===== config.mk =====
export PLATFORM = sky130hd
export DESIGN_NAME = button_debounce_flat
export DESIGN_NICKNAME = d
export VERILOG_FILES = /design/src/rtl/button_debounce_if.sv /design/src/rtl/button_debounce.sv /design/src/flat_wrapper.sv
export SDC_FILE = /design/constraint.sdc
export NUM_CORES = 1
export LEC_CHECK = 0
export BUFFER_PORTS_ARGS = -buffer_cell sky130_fd_sc_hd__buf_2
export CAP_MARGIN = 15
export CORE_ASPECT_RATIO = 1.75
export CORE_MARGIN = 2
export CORE_UTILIZATION = 35
export CTS_BUF_LIST = sky130_fd_sc_hd__clkbuf_16
export DETAILED_ROUTE_END_ITERATION = 16
export SYNTH_ARGS = -nofsm -noshare
export SYNTH_HDL_FRONTEND = slang
export SYNTH_SLANG_ARGS = --single-unit

===== constraint.sdc =====
create_clock -name clk -period 2.6 [get_ports clk]
set_clock_uncertainty 0.1 [all_clocks]
set_input_delay 0.52 -clock clk [delete_from_list [all_inputs] [get_ports clk]]
set_output_delay 0.52 -clock clk [all_outputs]
set_load 0.03 [all_outputs]

===== src/rtl/button_debounce_if.sv =====
// Button conditioner bus: raw levels in, debounced level/pulses/toggles out.
interface button_debounce_if #(
  parameter int WIDTH = 5
) ();
  logic [WIDTH-1:0] btn_in;
  logic [WIDTH-1:0] btn_stable;
  logic [WIDTH-1:0] btn_rise;
  logic [WIDTH-1:0] btn_fall;
  logic [WIDTH-1:0] btn_toggle;

  // Producer of raw levels and consumer of the cleaned outputs
  modport master (
    output btn_in,
    input  btn_stable,
    input  btn_rise,
    input  btn_fall,
    input  btn_toggle
  );

  // The debouncer itself
  modport slave (
    input  btn_in,
    output btn_stable,
    output btn_rise,
    output btn_fall,
    output btn_toggle
  );
endinterface


===== src/rtl/button_debounce.sv =====
// Per-bit input conditioner: two-flop synchroniser, stability-window debounce,
// registered rise/fall pulses and a toggle latch that flips on every rise.
module button_debounce #(
  parameter int WIDTH           = 5,
  parameter int DEBOUNCE_CYCLES = 1000000,
  parameter int CNT_W           = 20
) (
  input  logic          clk,
  input  logic          reset,
  button_debounce_if.slave bus
);

  // Last count value of the window; reaching it with a still-differing input
  // accepts the new level.
  localparam logic [CNT_W-1:0] LP_LAST = CNT_W'(DEBOUNCE_CYCLES - 1);

  logic [WIDTH-1:0] r_sync1;
  logic [WIDTH-1:0] r_sync2;

  // Two-flop synchroniser for the raw asynchronous pins
  always_ff @(posedge clk) begin
    if (reset) begin
      r_sync1 <= '0;
      r_sync2 <= '0;
    end else begin
      r_sync1 <= bus.btn_in;
      r_sync2 <= r_sync1;
    end
  end

  genvar gi;
  generate
    for (gi = 0; gi < WIDTH; gi++) begin : g_bit
      logic [CNT_W-1:0] r_cnt;
      logic             r_stable;
      logic             r_rise;
      logic             r_fall;
      logic             r_toggle;

      // Debounce window: count consecutive cycles of disagreement, clear on
      // any return to the stable level, commit the new level when full.
      always_ff @(posedge clk) begin
        if (reset) begin
          r_cnt    <= '0;
          r_stable <= 1'b0;
          r_rise   <= 1'b0;
          r_fall   <= 1'b0;
          r_toggle <= 1'b0;
        end else begin
          r_rise <= 1'b0;
          r_fall <= 1'b0;
          if (r_sync2[gi] == r_stable) begin
            r_cnt <= '0;
          end else if (r_cnt != LP_LAST) begin
            r_cnt <= r_cnt + CNT_W'(1);
          end else begin
            r_cnt    <= '0;
            r_stable <= r_sync2[gi];
            if (r_sync2[gi]) begin
              r_rise   <= 1'b1;
              r_toggle <= ~r_toggle;
            end else begin
              r_fall   <= 1'b1;
            end
          end
        end
      end

      assign bus.btn_stable[gi] = r_stable;
      assign bus.btn_rise[gi]   = r_rise;
      assign bus.btn_fall[gi]   = r_fall;
      assign bus.btn_toggle[gi] = r_toggle;
    end
  endgenerate

endmodule


===== src/flat_wrapper.sv =====
// flat-port wrapper written by rule: the top's interface ports become plain ports
module button_debounce_flat 
#(
  parameter int WIDTH           = 5,
  parameter int DEBOUNCE_CYCLES = 1000000,
  parameter int CNT_W           = 20
)
  (clk, reset, bus_btn_in, bus_btn_stable, bus_btn_rise, bus_btn_fall, bus_btn_toggle);
  button_debounce_if #(.WIDTH(WIDTH)) bus_i ();
  input  logic clk;
  input  logic reset;
  input wire logic [$bits(bus_i.btn_in)-1:0] bus_btn_in;
  output wire logic [$bits(bus_i.btn_stable)-1:0] bus_btn_stable;
  output wire logic [$bits(bus_i.btn_rise)-1:0] bus_btn_rise;
  output wire logic [$bits(bus_i.btn_fall)-1:0] bus_btn_fall;
  output wire logic [$bits(bus_i.btn_toggle)-1:0] bus_btn_toggle;
  assign bus_i.btn_in = bus_btn_in;
  assign bus_btn_stable = bus_i.btn_stable;
  assign bus_btn_rise = bus_i.btn_rise;
  assign bus_btn_fall = bus_i.btn_fall;
  assign bus_btn_toggle = bus_i.btn_toggle;
  button_debounce #(.WIDTH(WIDTH), .DEBOUNCE_CYCLES(DEBOUNCE_CYCLES), .CNT_W(CNT_W)) u_core (.clk(clk), .reset(reset), .bus(bus_i));
endmodule

==> impl_metrics.csv <==
group,metric,value,unit
worst_setup_path,slowest_delay,560,ps
routing,dr_total_vias,4487,
synthesis,synth_area,5710,µm²
synthesis,yosys.area_share.simple,29.8,%
global_routing,grt_max_degree,21,
place,port_buffers,26,
worst_setup_path,crit_start,"u_core.g_bit[3].r_cnt[15]$_SDFF_PP0_",
routing,via_per_inst,5.25,
synthesis,yosysWarnings,0,
synthesis,synth_top_family_by_area,"simple AND/OR/NAND/NOR gates",
power_and_ir_drop,power_density,645,nW/µm²
timing,tns,0,ps
worst_setup_path,cp_top_family,"simple AND/OR/NAND/NOR gates",
global_routing,grt_pass1_vias,4448,
synthesis,ys_async_sr_fraction,0,%
cts,cts_root_buffer,"clkbuf_16",
synthesis,yosys-top-cells-area,"dfxtp_1 46%, xor2_1 6.1%, nor2_1 4.7%",
worst_hold_path,hp-start,"bus_btn_in[0]",
worst_setup_path,r2r-start,"u_core.g_bit[3].r_cnt[15]$_SDFF_PP0_",
worst_setup_path,cp-start-kind,"flip-flop",
global_routing,met3_usage,3.35,%
final_layout,final_cell_area,6380,µm²
synthesis,synth_xor_area_share,9.35,%
worst_setup_path,end_kind,"flip-flop",
place,place.gp.congestion,0.806,
routing,dr.pass1.iters,4,
worst_setup_path,worstSetupPathType,"flip-flop to flip-flop",
flow_run,max_cap_viol_count,0,
routing,wl,11300,µm
power_and_ir_drop,p_leak,2.06,nW
routing,wire_per_inst,13.2,µm
synthesis,ys_seq_area_share,45.6,%
cts,clk_latency,400,ps
global_routing,grt-busiest-layer,"met2",
global_routing,met2_usage,23.9,%
timing,rsz0062_at_grt,"no",
timing,hold_viol,0,
routing,detail-route-antenna-nets,0,
worst_setup_path,path_cells,"or4b_1 > or4_4 > or4_1 > a21oi_1",
cts,cts_resized,0,
timing,fin_crit_sh,83.2,%
global_routing,grt_pass1_wl,19900,µm
worst_setup_path,cp.arrival,2410,ps
cts,cts_buffers,17,
floorplanning,std_cell_rows,61,
timing,setup_viol,0,
power_and_ir_drop,peakVddDrop,345,µV
final_layout,fill_cells,1562,
floorplanning,core_area,16000,µm²
place,place_hpwl,8010,µm
synthesis,synth_ff_type,"dfxtp_1",
final_layout,synthToLayoutAreaGrowth,11.7,%
cts,clkTransAtPathRegs,60,ps
timing,fmax,462,MHz
synthesis,synth_top_area_share,45.6,%
final_layout,n_antenna_cell,0,
final_layout,final_common_cell,"dfxtp_1",
worst_setup_path,cp_num_buf_inv,0,
timing,min_period,2160,ps
timing,fin_ws,436,ps
synthesis,syn_area_per_cell,8.84,µm²
place,pre_cts_ws,447,ps
worst_hold_path,min_path_type,"input port to flip-flop",
final_layout,mostFrequentLayoutCells,"130 x dfxtp_1, 71 x nor2_1, 44 x a21oi_1, 40 x xor2_1, 34 x nand3_1",
synthesis,synth_cells,646,
cts,tritoncts,"done",
synthesis,synth_compound_area_share,8.72,%
routing,dr.first_iter.drc_count,141,
synthesis,synth_edf_count,0,
place,dpl_cell_area,5880,µm²
final_layout,multiInputGateArea,2800,µm²
final_layout,seq_area,2600,µm²
synthesis,ys_ff_latch,130,
final_layout,fin_nets,668,
floorplanning,die_h,173,µm
timing,slew_headroom,68.4,%
synthesis,synth_cell_types,44,
cts,cts_num_sinks,130,
cts,cts_setup_buffers,0,
global_routing,antenna_found_initial,0,
cts,hold_buffers,0,
power_and_ir_drop,total_power,0.00412,W
run_status,status,"finished clean",
synthesis,syn_nets,658,
timing,tightestPinTransition,467,ps
cts,cts_buffer_depth,2,
worst_setup_path,worstPathMaxFanout,4,
worst_setup_path,worst_ep_required_time,2840,ps
floorplanning,die_x,101,µm
routing,drc,0,
floorplanning,die-area,17400,µm²
cts,htreeDepth,4,
floorplanning,start_util,35.8,%
synthesis,synth.area.mux_share,0,%
worst_setup_path,slowest_stage,"or4b_1",
final_layout,drive_above_1_share,10.1,%
floorplanning,io_pins,27,
synthesis,synth_fa_ha_area_share,1.10,%
global_routing,grt_util_met1,15.9,%
synthesis,synth_top_area_cell,"dfxtp_1",
timing,finalMaxSlewViolations,0,
global_routing,grt-ovfl-total,0,
global_routing,grt_use_total,14.0,%
[layout make-up]
cell class / count / share of cell area (%)
clock buffers: 17 / 6.67
well taps: 189 / 3.71
inverters: 11 / 0.647
clock inverters: 12 / 1.25
flip-flops and latches: 130 / 40.8
repair buffers: 35 / 3.10
multi-input cells: 461 / 43.9
[cell usage after synthesis, types with 14 or more instances]
master / number
or3_1: 22
dfxtp_1: 130
o21ai_0: 20
nand3_1: 34
clkbuf_1: 19
buf_4: 20
and3_1: 16
nor2_1: 71
xnor2_1: 21
xor2_1: 40
or4_1: 15
o31ai_1: 14
nand4_1: 33
nand2_1: 32
nor3_1: 14
a21oi_1: 44
[registers in the layout, indices dropped and copies added, names as in the netlist]
| signal | flops |
|---|---|
| u_core.r_sync2 | 5 |
| u_core.g_bit.r_cnt | 100 |
| u_core.g_bit.r_rise | 5 |
| u_core.g_bit.r_toggle | 5 |
| u_core.g_bit.r_stable | 5 |
| u_core.g_bit.r_fall | 5 |
| u_core.r_sync1 | 5 |
[metal layers]
metal / vias up / routed length, µm / part of all wire (%)
met5: - / 0 / 0
met4: 0 / 219 / 1.9
met3: 12 / 257 / 2.3
met2: 56 / 5910 / 52
met1: 2113 / 4930 / 44
li1: 2306 / - / -
[through the flow]
| stage | utilization (%) | std cells | hold slack (ps) |
|---|---|---|---|
| final | 40.0 | 855 | 226 |
| after global routing | 40.0 | 855 | 222 |
| after CTS | 40.0 | 855 | 214 |
| after detailed placement | 36.8 | 826 | 325 |
| after global placement | 36.8 | 826 | 319 |
| after floorplan | - | 646 | 313 |
[where the power goes]
part           switching, W  internal [W]
Sequential       0.00000496       0.00200
Clock              0.000798       0.00127
Combinational     0.0000280     0.0000159
[logic make-up (layout without fill, tap and decap cells)]
logic type | count (synthesis) | in the layout
flip-flops | 130 | 130
buffers and inverters | 55 | 75
adder cells (fa/ha/maj) | 5 | 5
AO/OA/AOI/OAI | 88 | 88
AND/OR/NAND/NOR | 307 | 307
XOR/XNOR | 61 | 61
[final timing paths]
check	endpoint	slack (ps)	cells past startpoint
max	u_core.g_bit[3].r_toggle$_SDFFE_PP0P_	440	4
min	u_core.r_sync1[0]$_SDFF_PP0_	230	2
max reg2reg	u_core.g_bit[3].r_toggle$_SDFFE_PP0P_	440	4
min reg2reg	u_core.r_sync2[3]$_SDFF_PP0_	340	1
Power figures use the tool's default switching activity.
